**src/rtl/parity_bist_ctrl_if.sv**
```systemverilog
// rtl/parity_bist_ctrl_if.sv - start/result handshake and pattern bus of the parity BIST sequencer
interface parity_bist_ctrl_if;
  logic       start;
  logic       dut_p;
  logic       pat_a;
  logic       pat_b;
  logic       pat_c;
  logic       busy;
  logic       done;
  logic       pass;
  logic [3:0] err_cnt;
  logic [7:0] fail_mask;
  logic [1:0] fault_class;

  modport master (
    output start, dut_p,
    input  pat_a, pat_b, pat_c, busy, done, pass, err_cnt, fail_mask, fault_class
  );

  modport slave (
    input  start, dut_p,
    output pat_a, pat_b, pat_c, busy, done, pass, err_cnt, fail_mask, fault_class
  );
endinterface

```
**src/rtl/parity_bist_ctrl.sv**
```systemverilog
// rtl/parity_bist_ctrl.sv - sweeps 8 patterns through a 3-input parity stage and classifies faults
// Define PARITY_BIST_ODD_EN to check an odd-parity generator instead of even parity.
module parity_bist_ctrl #(
  parameter int SETTLE = 2
) (
  input  logic                 clk,
  input  logic                 rst,
  parity_bist_ctrl_if.slave    bus
);

  typedef enum logic [1:0] {IDLE, WAIT, SAMPLE, DONE} state_t;

  localparam logic [3:0] SETTLE_LAST = 4'(SETTLE - 1);

`ifdef PARITY_BIST_ODD_EN
  localparam logic [7:0] MASK_SA0 = 8'h69;
  localparam logic [7:0] MASK_SA1 = 8'h96;
`else
  localparam logic [7:0] MASK_SA0 = 8'h96;
  localparam logic [7:0] MASK_SA1 = 8'h69;
`endif

  state_t     state;
  logic [2:0] idx;
  logic [3:0] settle_cnt;
  logic       golden;

`ifdef PARITY_BIST_ODD_EN
  assign golden = ~(bus.pat_a ^ bus.pat_b ^ bus.pat_c);
`else
  assign golden = bus.pat_a ^ bus.pat_b ^ bus.pat_c;
`endif

  always_ff @(posedge clk) begin
    if (rst) begin
      state           <= IDLE;
      idx             <= 3'd0;
      settle_cnt      <= 4'd0;
      bus.pat_a       <= 1'b0;
      bus.pat_b       <= 1'b0;
      bus.pat_c       <= 1'b0;
      bus.busy        <= 1'b0;
      bus.done        <= 1'b0;
      bus.pass        <= 1'b0;
      bus.err_cnt     <= 4'd0;
      bus.fail_mask   <= 8'h00;
      bus.fault_class <= 2'b00;
    end else begin
      bus.done <= 1'b0;
      case (state)
        IDLE: begin
          if (bus.start) begin
            idx             <= 3'd0;
            settle_cnt      <= 4'd0;
            {bus.pat_a, bus.pat_b, bus.pat_c} <= 3'b000;
            bus.err_cnt     <= 4'd0;
            bus.fail_mask   <= 8'h00;
            bus.pass        <= 1'b0;
            bus.fault_class <= 2'b00;
            bus.busy        <= 1'b1;
            state           <= WAIT;
          end
        end
        WAIT: begin
          if (settle_cnt == SETTLE_LAST) begin
            settle_cnt <= 4'd0;
            state      <= SAMPLE;
          end else begin
            settle_cnt <= settle_cnt + 4'd1;
          end
        end
        SAMPLE: begin
          if (bus.dut_p != golden) begin
            bus.fail_mask[idx] <= 1'b1;
            bus.err_cnt        <= bus.err_cnt + 4'd1;
          end
          if (idx != 3'd7) begin
            idx <= idx + 3'd1;
            {bus.pat_a, bus.pat_b, bus.pat_c} <= idx + 3'd1;
            state <= WAIT;
          end else begin
            state <= DONE;
          end
        end
        DONE: begin
          // err_cnt and fail_mask are final here; the last SAMPLE update has landed.
          bus.done <= 1'b1;
          bus.busy <= 1'b0;
          bus.pass <= (bus.err_cnt == 4'd0);
          if (bus.fail_mask == 8'h00)
            bus.fault_class <= 2'b00;
          else if (bus.fail_mask == MASK_SA0)
            bus.fault_class <= 2'b01;
          else if (bus.fail_mask == MASK_SA1)
            bus.fault_class <= 2'b10;
          else
            bus.fault_class <= 2'b11;
          state <= IDLE;
        end
        default: state <= IDLE;
      endcase
    end
  end

endmodule

```
**src/flat_wrapper.sv**
```systemverilog
// flat-port wrapper written by rule: the top's interface ports become plain ports
module parity_bist_ctrl_flat 
#(
  parameter int SETTLE = 2
)
  (clk, rst, bus_start, bus_dut_p, bus_pat_a, bus_pat_b, bus_pat_c, bus_busy, bus_done, bus_pass, bus_err_cnt, bus_fail_mask, bus_fault_class);
  parity_bist_ctrl_if bus_i ();
  input  logic clk;
  input  logic rst;
  input wire logic [$bits(bus_i.start)-1:0] bus_start;
  input wire logic [$bits(bus_i.dut_p)-1:0] bus_dut_p;
  output wire logic [$bits(bus_i.pat_a)-1:0] bus_pat_a;
  output wire logic [$bits(bus_i.pat_b)-1:0] bus_pat_b;
  output wire logic [$bits(bus_i.pat_c)-1:0] bus_pat_c;
  output wire logic [$bits(bus_i.busy)-1:0] bus_busy;
  output wire logic [$bits(bus_i.done)-1:0] bus_done;
  output wire logic [$bits(bus_i.pass)-1:0] bus_pass;
  output wire logic [$bits(bus_i.err_cnt)-1:0] bus_err_cnt;
  output wire logic [$bits(bus_i.fail_mask)-1:0] bus_fail_mask;
  output wire logic [$bits(bus_i.fault_class)-1:0] bus_fault_class;
  assign bus_i.start = bus_start;
  assign bus_i.dut_p = bus_dut_p;
  assign bus_pat_a = bus_i.pat_a;
  assign bus_pat_b = bus_i.pat_b;
  assign bus_pat_c = bus_i.pat_c;
  assign bus_busy = bus_i.busy;
  assign bus_done = bus_i.done;
  assign bus_pass = bus_i.pass;
  assign bus_err_cnt = bus_i.err_cnt;
  assign bus_fail_mask = bus_i.fail_mask;
  assign bus_fault_class = bus_i.fault_class;
  parity_bist_ctrl #(.SETTLE(SETTLE)) u_core (.clk(clk), .rst(rst), .bus(bus_i));
endmodule
```
**config.mk**
```make
export PLATFORM = sky130hd
export DESIGN_NAME = parity_bist_ctrl_flat
export DESIGN_NICKNAME = d
export VERILOG_FILES = /design/src/rtl/parity_bist_ctrl_if.sv /design/src/rtl/parity_bist_ctrl.sv /design/src/flat_wrapper.sv
export SDC_FILE = /design/constraint.sdc
export NUM_CORES = 1
export LEC_CHECK = 0
export BUFFER_PORTS_ARGS = -buffer_cell sky130_fd_sc_hd__buf_2
export CORE_AREA = 2 2 53 55
export DETAILED_ROUTE_END_ITERATION = 12
export DIE_AREA = 0 0 55 57
export GPL_ROUTABILITY_DRIVEN = 0
export MAX_ROUTING_LAYER = met4
export PLACE_DENSITY = 0.73
export SLEW_MARGIN = 20
export SYNTH_ARGS = -nofsm -noshare
export SYNTH_HDL_FRONTEND = slang
export SYNTH_SLANG_ARGS = --single-unit
```
**constraint.sdc**
```tcl
create_clock -name clk -period 2.3 [get_ports clk]
set_clock_uncertainty 0.15 [all_clocks]
set_input_delay 0 -clock clk [delete_from_list [all_inputs] [get_ports clk]]
set_output_delay 0 -clock clk [all_outputs]
set_load 0.01 [all_outputs]
```
==> flow_summary_export.csv <==
group,metric,value,unit
layout,mostFrequentLayoutCell,"dfxtp_1",
global_routing,grt_pass1_vias,1016,
placed_design,placedCellCount,197,
clocking,cts_resized,0,
layout,multi_input_area,720.7,µm²
global_routing,use_met2,0.2993,
placed_design,post-dp-hpwl,1983,µm
status,status,"finished, final reports clean",
job,drv_cap,0,
logic_synthesis,avgSynthCellArea,8.707,µm²
critical_path,cp.arrival,2.16,ns
timing,layout_min_cycle_time,2.051,ns
timing,finalSetupViolCount,0,
critical_path,setup.worst_path.end_class,"flop",
clocking,clk-insertion-delay-late,0.33,ns
routing,wire_per_inst,13.32,µm
critical_path,worstSetupStartpointType,"flop",
logic_synthesis,synthDistinctLibCells,36,
logic_synthesis,ys_ff_latch,26,
critical_path,cp.depth,6,
critical_path,startpoint,"u_core.bus.pat_b",
routing,first_pass_iters,4,
global_routing,grt_use_met1,0.2517,
routing,ant_nets,0,
layout,nets,188,
clocking,htreeDepth,1,
layout,final_cell_mix,"26 x dfxtp_1, 23 x buf_2, 21 x nand2_1, 19 x nor2_1, 14 x a21oi_1",
min_path,min-delay-path-class,"in -> reg",
global_routing,grt_max_degree,21,
floorplanning,rows,19,
global_routing,grt_overflow_total,0,
global_routing,antenna_found_initial,0,
logic_synthesis,muxShareOfSynthArea,0.01760,
critical_path,path_delay_family,"compound AO/OA/AOI/OAI gates",
power_and_ir_drop,max-vdd-ir-drop,0.3913,mV
global_routing,grt_pass1_wl,4340,µm
floorplanning,core_area,2615,µm²
routing,wirelength,2703,µm
logic_synthesis,ys_warn_count,0,
critical_path,path_cells,"inv_1 > ha_1 > xor3_1 > a21oi_1 > nand2_1 > a31oi_1",
logic_synthesis,synthCells,147,
logic_synthesis,ys.flop_type,"dfxtp_1",
placed_design,io_buffers,23,
critical_path,rrSetupSlack,0.25,ns
clocking,cts.clk_slew.worst_paths,0.13,ns
logic_synthesis,synth_nets,161,
layout,n_fill_cell,255,
clocking,clock_path_buffers,2,
layout,final_cells,203,
clocking,cts-root-buf,"clkbuf_4",
routing,vias,1109,
floorplanning,die_y,57,µm
power_and_ir_drop,power,0.8092,mW
logic_synthesis,synth_xor_area_frac,0.02542,
layout,area_delta_synth_final,14.57,%
logic_synthesis,async_reset_ff_frac,0,
clocking,cts_made_buffers,3,
critical_path,required,2.41,ns
logic_synthesis,synth_seq_area_share,0.4066,
logic_synthesis,synth_edf_count,0,
timing,fmax,0.4876,GHz
global_routing,busiest_layer,"met2",
global_routing,grt_usage,0.1976,
logic_synthesis,synth-simple-area-share,0.2444,
critical_path,crit_slowest_cell,"dfxtp_1",
routing,drc,0,
critical_path,crit_type,"reg -> reg",
layout,diodes,0,
timing,max_slew_margin,0.6818,
critical_path,worst-r2r-cell-count,6,
logic_synthesis,synthAdderAreaFrac,0.09775,
logic_synthesis,syn_area,1280,µm²
layout,drive_above_1_share,0.1977,
global_routing,grt_use_met3,0.02618,
timing,finalCritPeriodShare,0.8916,
critical_path,crit_end,"u_core.bus.err_cnt[2]",
power_and_ir_drop,power_leakage,0.6292,nW
timing,drv_slew,0,
timing,rsz0062_at_grt,"false",
floorplanning,start_util,0.4895,
timing,setup-tns-final,0,ns
floorplanning,fp.dieW,55,µm
clocking,cts_tree,"built",
critical_path,timing.rr.end,"u_core.bus.err_cnt[2]",
clocking,cts.sinks,26,
power_and_ir_drop,power.density,551.8,nW/µm²
routing,drt_iter0_markers,32,
critical_path,slowest_delay,0.43,ns
layout,seq_area,520.5,µm²
routing,avgViaCountPerCell,5.463,
floorplanning,dieArea,3135,µm²
timing,worst_pin_slew,0.4744,ns
timing,finalHoldViolCount,0,
logic_synthesis,synth_top_family_by_area,"simple AND/OR/NAND/NOR gates",
critical_path,path_buf_inv,1,
logic_synthesis,synth-compound-area-share,0.1779,
floorplanning,ioPinCount,24,
critical_path,worstReg2RegStart,"u_core.bus.pat_b",
critical_path,crit_fanout,5,
==> cell usage after synthesis (2+ instances only) <==
master	number	share of area
a211oi_1	3	0.018
a21o_1	3	0.018
a21oi_1	14	0.055
a2bb2oi_1	2	0.014
a31oi_1	2	0.0098
clkbuf_1	2	0.0059
dfxtp_1	26	0.41
ha_1	10	0.098
inv_1	5	0.015
mux2_2	2	0.018
nand2_1	21	0.062
nand3_1	3	0.012
nand3b_1	4	0.023
nand4_1	2	0.0098
nor2_1	19	0.056
o21ai_0	5	0.020
o21bai_1	2	0.012
o22a_1	2	0.014
or2_2	2	0.0098
or4_1	2	0.012
==> registers in the layout (all words and copies together), names as in the netlist <==
name,cells
u_core.bus.busy,1
u_core.bus.done,1
u_core.bus.err_cnt,4
u_core.bus.fail_mask,8
u_core.bus.fault_class,2
u_core.bus.pass,1
u_core.bus.pat_b,1
u_core.bus.pat_c,1
u_core.idx,1
u_core.settle_cnt,4
u_core.state,2
==> repair_timing <==
action / 4_1_cts / 5_1_grt
hold endpoints to repair: 18 / 0
hold buffers: 3 / 0
buffers inserted: 0 / 0
endpoints found under the setup margin: 0 / 0
==> logic make-up after synthesis <==
logic type	Yosys count
adders and majority gates	10
buffers and inverters	9
xor gates and xnor gates	2
DFF	26
muxes	2
AOI/OAI and AO/OA	36
and+or+nand+nor	62
==> report_power, final <==
part           internal (mW)  switching (mW)
clock network         0.0616           0.134
registers              0.465          0.0233
logic                 0.0572          0.0680
total                  0.583           0.226
==> final cells by class <==
class,instances,area share
well taps,31,0.02645
clock buffers,3,0.01536
flip-flops and latches,26,0.3549
multi-input cells,112,0.4915
repair buffers,26,0.09898
inverters,5,0.01280
==> stage by stage <==
step             util  setup WS (ns)  cell area (µm²)  hold slack, ns
3_3_place_gp   0.5407         0.4277             1414          0.2258
5_1_grt        0.5608         0.1600             1466          0.1097
3_5_place_dp   0.5407         0.2787             1414          0.2371
2_1_floorplan       -         0.4217             1280         0.06200
4_1_cts        0.5608         0.2386             1466         0.06387
6_report       0.5608         0.2492             1466         0.07909
==> worst min-delay path, delay by kind of cell <==
family / cells / cell delay [ns]
xor gates and xnor gates: 1 / 0.19
AOI/OAI and AO/OA: 2 / 0.23
buffers and inverters: 1 / 0.10
==> how the worst min path moves through the flow <==
stage          cells after the start       from  slack, ns                     to
4_1_cts                            4  bus_dut_p       0.06  u_core.bus.err_cnt[1]
3_5_place_dp                       3  bus_start       0.24        u_core.state[0]
3_3_place_gp                       3  bus_start       0.23        u_core.state[0]
5_1_grt                            4  bus_dut_p       0.11  u_core.bus.err_cnt[1]
6_report                           4  bus_dut_p       0.08  u_core.bus.err_cnt[1]
2_1_floorplan                      2  bus_start       0.06        u_core.state[0]
==> per-layer routing <==
metal / part of all wire / wire [µm]
met2: 0.46 / 1248
met1: 0.46 / 1251
met5: 0 / 0
met4: 0.026 / 71
met3: 0.049 / 132
Power figures use the tool's default switching activity.
